### src/rtl/spi_master.sv
// Mode-0 SPI master, one byte per transaction, MSB first, fully registered outputs.
// Optional back-to-back bytes under one ssel when SPI_MASTER_BURST_EN is defined.
module spi_master #(
    parameter int CLK_DIV      = 4,
    parameter int SETUP_CYCLES = 4,
    parameter int GAP_CYCLES   = 4
) (
    input  logic       clk_25mhz,
    input  logic       rst,
    input  logic       start,
    input  logic [7:0] tx_data,
    output logic       busy,
    output logic       done,
    output logic [7:0] rx_data,
    output logic       sck,
    output logic       mosi,
    input  logic       miso,
    output logic       ssel
);

    localparam int MAX1 = (CLK_DIV > SETUP_CYCLES) ? CLK_DIV : SETUP_CYCLES;
    localparam int MAXC = (MAX1 > GAP_CYCLES) ? MAX1 : GAP_CYCLES;
    localparam int CW   = (MAXC > 1) ? $clog2(MAXC) : 1;

    localparam logic [CW-1:0] DIV_LAST   = CW'(CLK_DIV - 1);
    localparam logic [CW-1:0] SETUP_LAST = CW'(SETUP_CYCLES - 1);
    localparam logic [CW-1:0] GAP_LAST   = CW'(GAP_CYCLES - 1);

    typedef enum logic [2:0] {IDLE, SETUP, XFER, HOLD, GAP} state_t;

    state_t        state, state_n;
    logic [CW-1:0] cnt, cnt_n;
    logic [2:0]    bit_cnt, bit_cnt_n;
    logic [7:0]    tx_sh, tx_sh_n;
    logic [7:0]    rx_sh, rx_sh_n;
    logic          sck_n, ssel_n, mosi_n, busy_n, done_n;
    logic [7:0]    rx_data_n;

    always_ff @(posedge clk_25mhz or posedge rst) begin
        if (rst) begin
            state   <= IDLE;
            cnt     <= '0;
            bit_cnt <= '0;
            tx_sh   <= '0;
            rx_sh   <= '0;
            sck     <= 1'b0;
            ssel    <= 1'b1;
            mosi    <= 1'b0;
            busy    <= 1'b0;
            done    <= 1'b0;
            rx_data <= '0;
        end else begin
            state   <= state_n;
            cnt     <= cnt_n;
            bit_cnt <= bit_cnt_n;
            tx_sh   <= tx_sh_n;
            rx_sh   <= rx_sh_n;
            sck     <= sck_n;
            ssel    <= ssel_n;
            mosi    <= mosi_n;
            busy    <= busy_n;
            done    <= done_n;
            rx_data <= rx_data_n;
        end
    end

    // Next values of every output are computed here and registered above,
    // so start and miso never reach an output combinationally.
    always_comb begin
        state_n   = state;
        cnt_n     = cnt;
        bit_cnt_n = bit_cnt;
        tx_sh_n   = tx_sh;
        rx_sh_n   = rx_sh;
        sck_n     = sck;
        ssel_n    = ssel;
        mosi_n    = mosi;
        busy_n    = busy;
        done_n    = 1'b0;
        rx_data_n = rx_data;

        case (state)
            IDLE: begin
                cnt_n     = '0;
                bit_cnt_n = '0;
                if (start) begin
                    tx_sh_n = tx_data;
                    mosi_n  = tx_data[7];
                    ssel_n  = 1'b0;
                    busy_n  = 1'b1;
                    state_n = SETUP;
                end
            end

            SETUP: begin
                if (cnt == SETUP_LAST) begin
                    cnt_n   = '0;
                    state_n = XFER;
                end else begin
                    cnt_n = cnt + 1'b1;
                end
            end

            XFER: begin
                if (cnt == DIV_LAST) begin
                    cnt_n = '0;
                    sck_n = ~sck;
                    if (!sck) begin
                        rx_sh_n = {rx_sh[6:0], miso};
                    end else if (bit_cnt == 3'd7) begin
                        bit_cnt_n = '0;
                        state_n   = HOLD;
                    end else begin
                        bit_cnt_n = bit_cnt + 1'b1;
                        tx_sh_n   = {tx_sh[6:0], 1'b0};
                        mosi_n    = tx_sh[6];
                    end
                end else begin
                    cnt_n = cnt + 1'b1;
                end
            end

            HOLD: begin
                if (cnt == DIV_LAST) begin
                    cnt_n     = '0;
                    done_n    = 1'b1;
                    rx_data_n = rx_sh;
`ifdef SPI_MASTER_BURST_EN
                    if (start) begin
                        tx_sh_n = tx_data;
                        mosi_n  = tx_data[7];
                        state_n = XFER;
                    end else begin
                        ssel_n  = 1'b1;
                        mosi_n  = 1'b0;
                        state_n = GAP;
                    end
`else
                    ssel_n  = 1'b1;
                    mosi_n  = 1'b0;
                    state_n = GAP;
`endif
                end else begin
                    cnt_n = cnt + 1'b1;
                end
            end

            GAP: begin
                if (cnt == GAP_LAST) begin
                    cnt_n   = '0;
                    busy_n  = 1'b0;
                    state_n = IDLE;
                end else begin
                    cnt_n = cnt + 1'b1;
                end
            end

            default: begin
                state_n = IDLE;
                cnt_n   = '0;
                sck_n   = 1'b0;
                ssel_n  = 1'b1;
                mosi_n  = 1'b0;
                busy_n  = 1'b0;
            end
        endcase
    end

endmodule

### config.mk
export PLATFORM = sky130hd
export DESIGN_NAME = spi_master
export DESIGN_NICKNAME = d
export VERILOG_FILES = /design/src/rtl/spi_master.sv
export SDC_FILE = /design/constraint.sdc
export NUM_CORES = 1
export LEC_CHECK = 0
export ABC_AREA = 1
export ABC_CLOCK_PERIOD_IN_PS = 1400
export CAP_MARGIN = 20
export CORE_ASPECT_RATIO = 0.6
export CORE_MARGIN = 10
export CORE_UTILIZATION = 48
export CTS_CLUSTER_SIZE = 12
export DETAILED_ROUTE_END_ITERATION = 6
export PLACE_DENSITY = 0.81
export SLEW_MARGIN = 40
export SYNTH_ARGS = -nofsm -noshare
export SYNTH_HDL_FRONTEND = slang
export SYNTH_SLANG_ARGS = --single-unit
### constraint.sdc
create_clock -name clk_25mhz -period 1.4 [get_ports clk_25mhz]
set_clock_uncertainty 0.15 [all_clocks]
set_input_delay 0.28 -clock clk_25mhz [delete_from_list [all_inputs] [get_ports clk_25mhz]]
set_output_delay 0.28 -clock clk_25mhz [all_outputs]
set_load 0.02 [all_outputs]
==> qor.yml, run 1 <==
drtIter0Drc: 97
max_freq_mhz: 641
fin_nets: 299
netlist_top_cells_area: "dfrtp_1 (49%), nand2_1 (18%), nand3_1 (5.0%), o21ai_2 (3.4%), inv_1 (3.3%)"
synth_warnings: 0
ant_nets: 0
post-route-period-util_pct: 111
yosysTopAreaCell: "dfrtp_1"
post-route-min-period_ns: 1.56
core_area_sq_mm: 0.00364
ir_drop_mv: 1.73
netlist_area_sq_mm: 0.00180
wl_met3_um: 359
clk_pin_slew_ns: 0.07
grt_max_degree: 24
postSynthNetCount: 227
via_per_inst: 5.14
endpoint_kind: "flop"
rows: 17
setup_viol: 26
cts_root_buf: "clkbuf_8"
synthToLayoutAreaGrowth_pct: 54.7
wl_met1_um: 2240
p_per_area_mw_per_mm2: 2250
place_congestion: 0.886
die_area_sq_mm: 0.00667
grt_usage_pct: 16.1
leakagePower_nw: 1.35
startpoint_type: "flop"
hpwl_um: 3090
io_pins: 25
wl_per_cell_um: 16.0
grt_pass1_wl_um: 8470
cts_tree: "done"
drive_gt1_share_pct: 45.2
top_layer: "met4"
timing_worst_setup_path_type: "flop to flop"
critical_path_arrival_ns: 1.62
dpl-instance-area_sq_mm: 0.00229
htree_levels: 2
diodes: 0
max-cap-violations: 0
min_path_type: "primary input to async pin"
port_buffers: 24
yosys.cell_count.top_type: "nand2_1"
ys_seq_area_share_pct: 50.2
route.met2.wl_um: 2510
antenna_found_initial: 0
hold_viol_final: 0
die_height_um: 67.4
synth-seq-cells: 36
clk_path_buf_depth: 2
synth_ff_type: "dfrtp_1"
worst_slack_ns: -0.160
slew_headroom_pct: 77.6
cts_sinks: 36
cts_hold_buf: 0
holdWs_ns: 0.105
drc: 0
rsz0062_at_grt: "yes"
grt_overflow: 0
design_area_sq_mm: 0.00278
dr.pass1.iters: 4
worst_pin_slew_ns: 0.336
crit_required_ns: 1.46
wirelength_um: 5270
clk_latency_ns: 0.29
cts_inserted_buffers: 5
synth_cell_types: 24
outcome: "finished, violations left"
avgSynthCellArea_sq_um: 8.51
synth_edf_count: 0
yosysTopAreaCellShare_pct: 48.8
die_w_um: 99.0
synthArstFlopShare_pct: 100
vias: 1697
drv_slew: 0
violations: "negative setup slack"
syn_inst: 211
start_util_pct: 49.4
synthTopCellsByCount: "nand2_1 (84), dfrtp_1 (35), nand3_1 (18)"
first_global_vias: 1707
critPathMaxFanout: 8
-- power breakdown --
group | switching [mW] | total [mW] | leakage, nW | internal, mW
combinational | 2.17 | 3.87 | 0.828 | 1.70
sequential | 0.220 | 1.58 | 0.472 | 1.36
clock | 0.359 | 0.796 | 0.0503 | 0.438
total | 2.75 | 6.25 | 1.35 | 3.50
-- worst paths after layout --
kind                                      start                endpoint  slack, ns  depth (start not counted)
min in group clk_25mhz     rx_sh[7]$_DFFE_PP0P_  rx_data[7]$_DFFE_PP0P_       0.33                          2
min                                         rst  rx_data[5]$_DFFE_PP0P_       0.10                          2
min reg2reg                rx_sh[7]$_DFFE_PP0P_  rx_data[7]$_DFFE_PP0P_       0.33                          2
max in group asynchronous                   rst    state[1]$_DFFE_PP0P_       0.55                          3
max                        state[0]$_DFFE_PP0P_    rx_sh[2]$_DFFE_PP0P_      -0.16                          6
max reg2reg                state[0]$_DFFE_PP0P_    rx_sh[2]$_DFFE_PP0P_      -0.16                          6
-- critical path, stage by stage, from the launching register on --
cell and delay (ns):
dfrtp_2 0.44, inv_2 0.08, nand3_4 0.18, inv_4 0.15
buf_6 0.11, nand3_4 0.16, o21ai_2 0.20
-- per-stage QoR --
step                      power, mW  setup slack, ns  instances  TNS, ns  util, %
final                          6.25           -0.160        330    -2.72     76.4
after CTS                      5.66           -0.138        323    -2.12     73.2
after global placement         4.10           -0.200        306    -2.51     63.1
after global routing           6.69           -0.224        330    -4.93     76.4
after floorplan                3.21          -0.0380        211   -0.284        -
after detailed placement       4.18           -0.237        306    -3.44     63.1
-- placed cells by master, fill, tap and decap left out, types with 7 or more instances in the layout --
cell | synthesis | routed
nand2_1 | 84 | 73
nand2_2 | 3 | 10
o21ai_1 | 11 | 10
clkbuf_8 | 0 | 7
clkdlybuf4s15_2 | 0 | 8
nor2_4 | 1 | 7
o21ai_2 | 7 | 7
buf_4 | 1 | 32
inv_1 | 16 | 14
dfrtp_1 | 35 | 32
buf_6 | 3 | 10
nand3_2 | 1 | 10
clkdlybuf4s50_1 | 0 | 11
-- state kept, by name, indices dropped and copies added (netlist names) --
register  flops
rx_sh         8
ssel          1
busy          1
bit_cnt       3
done          1
tx_sh         7
rx_data       8
sck           1
mosi          1
cnt           2
state         3
-- cells by family (layout without fill, tap and decap cells) --
logic type | after synthesis | after routing | synth area share (%)
compound gates | 20 | 20 | 7.87
fa+ha+maj | 4 | 4 | 2.79
buf+inv | 25 | 95 | 6.97
flops | 36 | 36 | 50.2
simple gates | 126 | 128 | 32.1
-- final cells by class --
cell class	count	area [sq um]
well taps	47	58.8
multi-input cells	152	1020
clock buffers	7	96.3
inverters	21	88.8
repair buffers	67	603
flip-flops and latches	36	906
fillers	222	860
-- layer usage --
metal,GRT usage (%),up-vias
met5,0,-
met1,19.4,802
met4,7.47,0
li1,-,814
met2,26.6,64
met3,4.68,17
-- what timing repair did --
action                                  4_1_cts  5_1_grt
cloned                                        3        0
pin swaps                                    25        9
resized for setup                            80       25
endpoints found under the setup margin       47       40
setup buffers                                 7        8
Power figures use the tool's default switching activity.
==> run 2, diff against run 1 <==
--- a/config.mk
+++ b/config.mk
@@ -14,6 +14,7 @@
 export CTS_CLUSTER_SIZE = 12
 export DETAILED_ROUTE_END_ITERATION = 6
 export PLACE_DENSITY = 0.81
+export SKIP_LAST_GASP = 1
 export SLEW_MARGIN = 40
 export SYNTH_ARGS = -nofsm -noshare
 export SYNTH_HDL_FRONTEND = slang
==> qor.yml, run 2 (synthesized netlist as in run 1, its figures left out) <==
via_per_inst: 5.10  # -0.82%
p_int_mw: 3.62  # +3.5%
cp_cell_sequence: "inv_2 > nand3_4 > a21oi_4 > nor2_4 > buf_6 > nand3_2 > nand2_1"
rr_worst_depth: 7  # +1
cpLargestDelayFamily: "flip-flops"
leakagePower_nw: 1.36  # +0.66%
endpoint_kind: "flop"
dpl-instance-area_sq_mm: 0.00229  # unchanged
clk_pin_slew_ns: 0.07  # about the same
layout_common_cells: "nand2_1 (70), dfrtp_1 (32), buf_4 (30)"
pwr-share-clk_pct: 12.5  # -0.2 points
diodes: 0  # unchanged
combinationalPowerShare_pct: 62.9  # +1.0 points
outcome: "finished, violations left"
cts_hold_buf: 0  # unchanged
post-route-period-util_pct: 112  # +1.0 points
clk_latency_ns: 0.29  # about the same
post-place-ws_ns: -0.237  # unchanged
cts_root_buf: "clkbuf_8"
wirelength_um: 5380  # +2.1%
design_area_sq_mm: 0.00282  # +1.6%
synthToLayoutAreaGrowth_pct: 57.1
grt_overflow: 0  # unchanged
crit_required_ns: 1.43  # -0.03 ns
drtIter0Drc: 69  # -29%
startpoint: "state[0]$_DFFE_PP0P_"
htree_levels: 2  # unchanged
core_area_sq_mm: 0.00364  # unchanged
place_congestion: 0.886  # unchanged
r2r-end: "tx_sh[6]$_DFFE_PP0P_"
ir_drop_mv: 1.76  # +2.2%
grt_pass1_wl_um: 8490  # +0.32%
rows: 17  # unchanged
path_depth: 7  # +1
die_height_um: 67.4  # unchanged
drive_gt1_share_pct: 46.3  # +1.1 points
hold_viol_final: 0  # unchanged
dr.pass1.iters: 5  # +1
drv_slew: 0  # unchanged
rrSetupSlack_ns: -0.17  # about the same
timing_worst_setup_path_type: "flop to flop"
switchingPower_mw: 2.83  # +2.8%
cpPeakStageDelay_ns: 0.44  # about the same
seq_power_share_pct: 24.6  # -0.7 points
max_freq_mhz: 635  # -0.89%
startpoint_type: "flop"
die_area_sq_mm: 0.00667  # unchanged
die_w_um: 99.0  # unchanged
grt_usage_pct: 16.2  # +0.087 points
worst_slack_ns: -0.174  # -0.0140 ns
wl_per_cell_um: 16.3  # +2.1%
critPathMaxFanout: 8  # unchanged
slew_headroom_pct: 77.4  # -0.23 points
cts_tree: "done"
first_global_vias: 1717  # +0.59%
hpwl_um: 3090  # unchanged
holdWs_ns: 0.0982  # -0.00636 ns
clk_path_buf_depth: 2  # unchanged
ant_nets: 0  # unchanged
grt_max_degree: 24  # unchanged
critical_path_arrival_ns: 1.60  # -0.02 ns
io_pins: 25  # unchanged
fin_nets: 299  # unchanged
worstPathBufferInverterCount: 2  # -1
layout_commonest_cell: "nand2_1"
reg2reg_from: "state[0]$_DFFE_PP0P_"
setup_viol: 29  # +12%
p_per_area_mw_per_mm2: 2290  # +1.6%
vias: 1683  # -0.82%
antenna_found_initial: 0  # unchanged
crit_slowest_cell: "dfrtp_2"
tns_ns: -2.75  # -0.0301 ns
rsz0062_at_grt: "yes"
start_util_pct: 49.4  # unchanged
cts_inserted_buffers: 5  # unchanged
post-route-min-period_ns: 1.57  # +0.0140 ns
max-cap-violations: 0  # unchanged
worst_pin_slew_ns: 0.339  # +0.00339 ns
reg.largest.list: "rx_data x8, rx_sh x8, tx_sh x7"
min_path_type: "primary input to async pin"
drc: 0  # unchanged
port_buffers: 24  # unchanged
violations: "negative setup slack"
cts_sinks: 36  # unchanged
switching_share_pct: 43.9  # -0.16 points
-- run 2: cell counts in the layout (fill, tap and decap cells not counted) --
Identical to the previous run, type by type.
-- run 2: final cells by class --
class	count	area, sq um
Multi-Input combinational cell	152	1040
Tap cell	47	58.8
Timing Repair Buffer	67	619
Inverter	21	96.3
Clock buffer	7	96.3
Fill cell	214	816
Sequential cell	36	906
-- run 2: worst max-delay path by stage --
stage / slack (ns) / endpoint
floorplan: -0.04 / tx_sh[0]$_DFFE_PP0P_
global placement: -0.20 / state[1]$_DFFE_PP0P_
detailed placement: -0.24 / state[1]$_DFFE_PP0P_
CTS: -0.19 / ssel
global route: -0.25 / tx_sh[6]$_DFFE_PP0P_
finish: -0.17 / tx_sh[6]$_DFFE_PP0P_
-- run 2: what timing repair did --
action                                  4_1_cts  5_1_grt
resized for setup                            76       38
buffers inserted                              7        8
gates cloned                                  3        0
pin swaps                                    24       21
endpoints found under the setup margin       47       40
endpoints found under the hold margin         0        0
-- run 2: per-stage QoR --
| step | total power, mW | util [%] | std cells |
|---|---|---|---|
| 2_1_floorplan | 3.21 | - | 211 |
| 4_1_cts | 5.62 | 72.8 | 323 |
| 3_5_place_dp | 4.18 | 63.1 | 306 |
| 5_1_grt | 6.88 | 77.6 | 330 |
| 3_3_place_gp | 4.10 | 63.1 | 306 |
| 6_report | 6.45 | 77.6 | 330 |
-- run 2: worst register-to-register path, cell delays in order, from the launching register on --
cell     delay (ns)
dfrtp_2        0.44
inv_2          0.09
nand3_4        0.18
a21oi_4        0.23
nor2_4         0.08
buf_6          0.15
nand3_2        0.08
nand2_1        0.07
-- run 2: power by group through the flow --
stage	Sequential (mW)	Clock [mW]	Combinational, mW
global placement	1.53	0	2.56
detailed placement	1.54	0	2.64
finish	1.59	0.807	4.05
floorplan	1.63	0	1.58
global route	1.62	0.851	4.41
CTS	1.55	0.803	3.27
-- run 2: metal layers --
layer	global-route usage [%]	part of all wire, %
met1	19.2	42
met2	26.6	49
met3	4.99	6.6
met4	8.19	2.5
met5	0	0
==> run 3, diff against run 2 <==
--- a/config.mk
+++ b/config.mk
@@ -8,13 +8,14 @@
 export ABC_AREA = 1
 export ABC_CLOCK_PERIOD_IN_PS = 1400
 export CAP_MARGIN = 20
+export CELL_PAD_IN_SITES_DETAIL_PLACEMENT = 1
+export CELL_PAD_IN_SITES_GLOBAL_PLACEMENT = 1
 export CORE_ASPECT_RATIO = 0.6
 export CORE_MARGIN = 10
-export CORE_UTILIZATION = 48
+export CORE_UTILIZATION = 36
 export CTS_CLUSTER_SIZE = 12
 export DETAILED_ROUTE_END_ITERATION = 6
 export PLACE_DENSITY = 0.81
-export SKIP_LAST_GASP = 1
 export SLEW_MARGIN = 40
 export SYNTH_ARGS = -nofsm -noshare
 export SYNTH_HDL_FRONTEND = slang
==> qor.yml, run 3 (synthesized netlist as in run 1, its figures left out) <==
die_w_um: 111  # +12%
hold_viol_final: 0  # unchanged
grt_overflow: 0  # unchanged
min_path_type: "primary input to async pin"
drv_slew: 0  # unchanged
switchingPower_mw: 2.91  # +2.8%
htree_levels: 2  # unchanged
cp_cell_sequence: "ha_4 > ha_4 > inv_4 > nor2_4 > nor2_4 > nand2_4 > nand2_1 > nand2_1"
wirelength_um: 6480  # +20%
clk_pin_slew_ns: 0.08  # about the same
cts_inserted_buffers: 5  # unchanged
drive_gt1_share_pct: 50.2  # +3.9 points
endpoint_kind: "flop"
ant_nets: 0  # unchanged
grt_busiest_layer: "met2"
tns_ns: -3.64  # -0.883 ns
max_freq_mhz: 626  # -1.5%
core_area_sq_mm: 0.00468  # +29%
post-route-min-period_ns: 1.60  # +0.0244 ns
vias: 1695  # +0.71%
grt_max_degree: 37  # +54%
max-cap-violations: 0  # unchanged
rsz0062_at_grt: "yes"
slew_headroom_pct: 80.8  # +3.4 points
cts_sinks: 36  # unchanged
hpwl_um: 3650  # +18%
diodes: 0  # unchanged
first_global_vias: 1779  # +3.6%
port_buffers: 24  # unchanged
dr.pass1.iters: 4  # -1
cts_hold_buf: 0  # unchanged
crit_required_ns: 1.43  # about the same
drc: 0  # unchanged
ir_drop_mv: 0.872  # -51%
cts_tree: "done"
io_pins: 25  # unchanged
worst_pin_slew_ns: 0.288  # -0.0508 ns
violations: "negative setup slack"
drtIter0Drc: 72  # +4.3%
layout_common_cells: "nand2_1 (65), buf_4 (33), dfrtp_1 (31)"
grt.met1_usage_pct: 14.9  # -4.4 points
reg.largest.list: "rx_data x8, rx_sh x8, tx_sh x7"
dp_cells: 323  # +5.6%
clk_path_buf_depth: 2  # unchanged
fin_nets: 300  # +0.33%
start_util_pct: 38.3  # -11 points
use_met3_pct: 4.21  # -0.78 points
via_per_inst: 4.87  # -4.5%
setup_viol: 36  # +24%
pwr-share-clk_pct: 12.6  # about the same
combinationalPowerShare_pct: 62.0  # -0.9 points
cts_root_buf: "clkbuf_8"
place_congestion: 0.889  # +0.34%
startpoint_type: "flop"
cpLargestDelayFamily: "simple AND/OR/NAND/NOR gates"
antenna_found_initial: 0  # unchanged
grt_usage_pct: 13.0  # -3.2 points
die_area_sq_mm: 0.00830  # +25%
p_per_area_mw_per_mm2: 2230  # -2.6%
wl_per_cell_um: 18.6  # +14%
critPathMaxFanout: 7  # -1
rows: 19  # +2
crit_slowest_cell: "dfrtp_1"
gr-usage-met2_pct: 23.5  # -3.1 points
grt_pass1_wl_um: 8780  # +3.3%
switching_share_pct: 45.9  # +2.0 points
layout_commonest_cell: "nand2_1"
clk_latency_ns: 0.29  # about the same
cpPeakStageDelay_ns: 0.43  # about the same
synthToLayoutAreaGrowth_pct: 58.5
stdcell_count: 348  # +5.5%
timing_worst_setup_path_type: "flop to flop"
worst_slack_ns: -0.199  # -0.0244 ns
critical_path_arrival_ns: 1.63  # +0.03 ns
seq_power_share_pct: 25.4  # +0.8 points
p_int_mw: 3.43  # -5.3%
die_height_um: 74.7  # +11%
worstPathBufferInverterCount: 1  # -1
outcome: "finished, violations left"
post-route-period-util_pct: 114  # +1.7 points
leakagePower_nw: 1.39  # +2.0%
-- run 3: cell types whose count changed in the layout (fill, tap and decap cells not counted), sizes merged --
cell,delta
buf,+5
clkdlybuf4s15,-6
clkbuf,+2
clkinvlp,+1
-- run 3: path summary, 6_finish.rpt --
path,from,to,slack (ns),cells past startpoint
max,bit_cnt[1]$_DFFE_PP0P_,tx_sh[1]$_DFFE_PP0P_,-0.20,8
min,rst,rx_data[6]$_DFFE_PP0P_,0.24,3
max reg2reg,bit_cnt[1]$_DFFE_PP0P_,tx_sh[1]$_DFFE_PP0P_,-0.20,8
min reg2reg,ssel$_DFFE_PP1P_,ssel$_DFFE_PP1P_,0.33,2
max in group asynchronous,rst,ssel$_DFFE_PP1P_,0.62,3
min in group clk_25mhz,ssel$_DFFE_PP1P_,ssel$_DFFE_PP1P_,0.33,2
-- run 3: cell type report --
type / instances / area [sq um]
well taps: 63 / 78.8
inverters: 21 / 96.3
clock inverters: 1 / 7.51
flip-flops and latches: 36 / 907
repair buffers: 68 / 581
multi-input cells: 152 / 1090
clock buffers: 7 / 86.3
fillers: 527 / 1840
-- run 3: power groups by stage --
| stage | Clock [mW] | Sequential [mW] | Combinational (mW) |
|---|---|---|---|
| final | 0.798 | 1.61 | 3.93 |
| after global routing | 0.853 | 1.64 | 4.28 |
| after CTS | 0.795 | 1.57 | 3.11 |
| after detailed placement | 0 | 1.55 | 2.80 |
| after global placement | 0 | 1.54 | 2.68 |
| after floorplan | 0 | 1.63 | 1.58 |
-- run 3: worst min-delay path, delay by kind of cell --
family / cells / cell delay, ns
buffers and inverters: 3 / 0.77
-- run 3: repair_timing --
action                                  CTS  global route
cloned                                    1             1
resized for setup                        65            69
endpoints found under the setup margin   49            42
pin swaps                                16            41
setup buffers                             3            13
-- run 3: stage by stage --
step	setup slack (ns)	cell area [sq um]	utilization [%]	total power, mW	hold WS, ns
after detailed placement	-0.275	2320	49.6	4.35	0.311
after floorplan	-0.0380	1810	-	3.21	0.282
after CTS	-0.160	2580	55.1	5.47	0.198
final	-0.199	2850	60.8	6.33	0.235
after global placement	-0.192	2320	49.6	4.22	0.299
after global routing	-0.242	2850	60.8	6.77	0.261
-- run 3: routing by layer --
layer | vias up | part of all wire (%) | wire length, um
met3 | 6 | 3.5 | 228
met4 | 0 | 1.1 | 71
met2 | 25 | 51 | 3310
met1 | 851 | 44 | 2870
met5 | - | 0 | 0
li1 | 813 | - | -
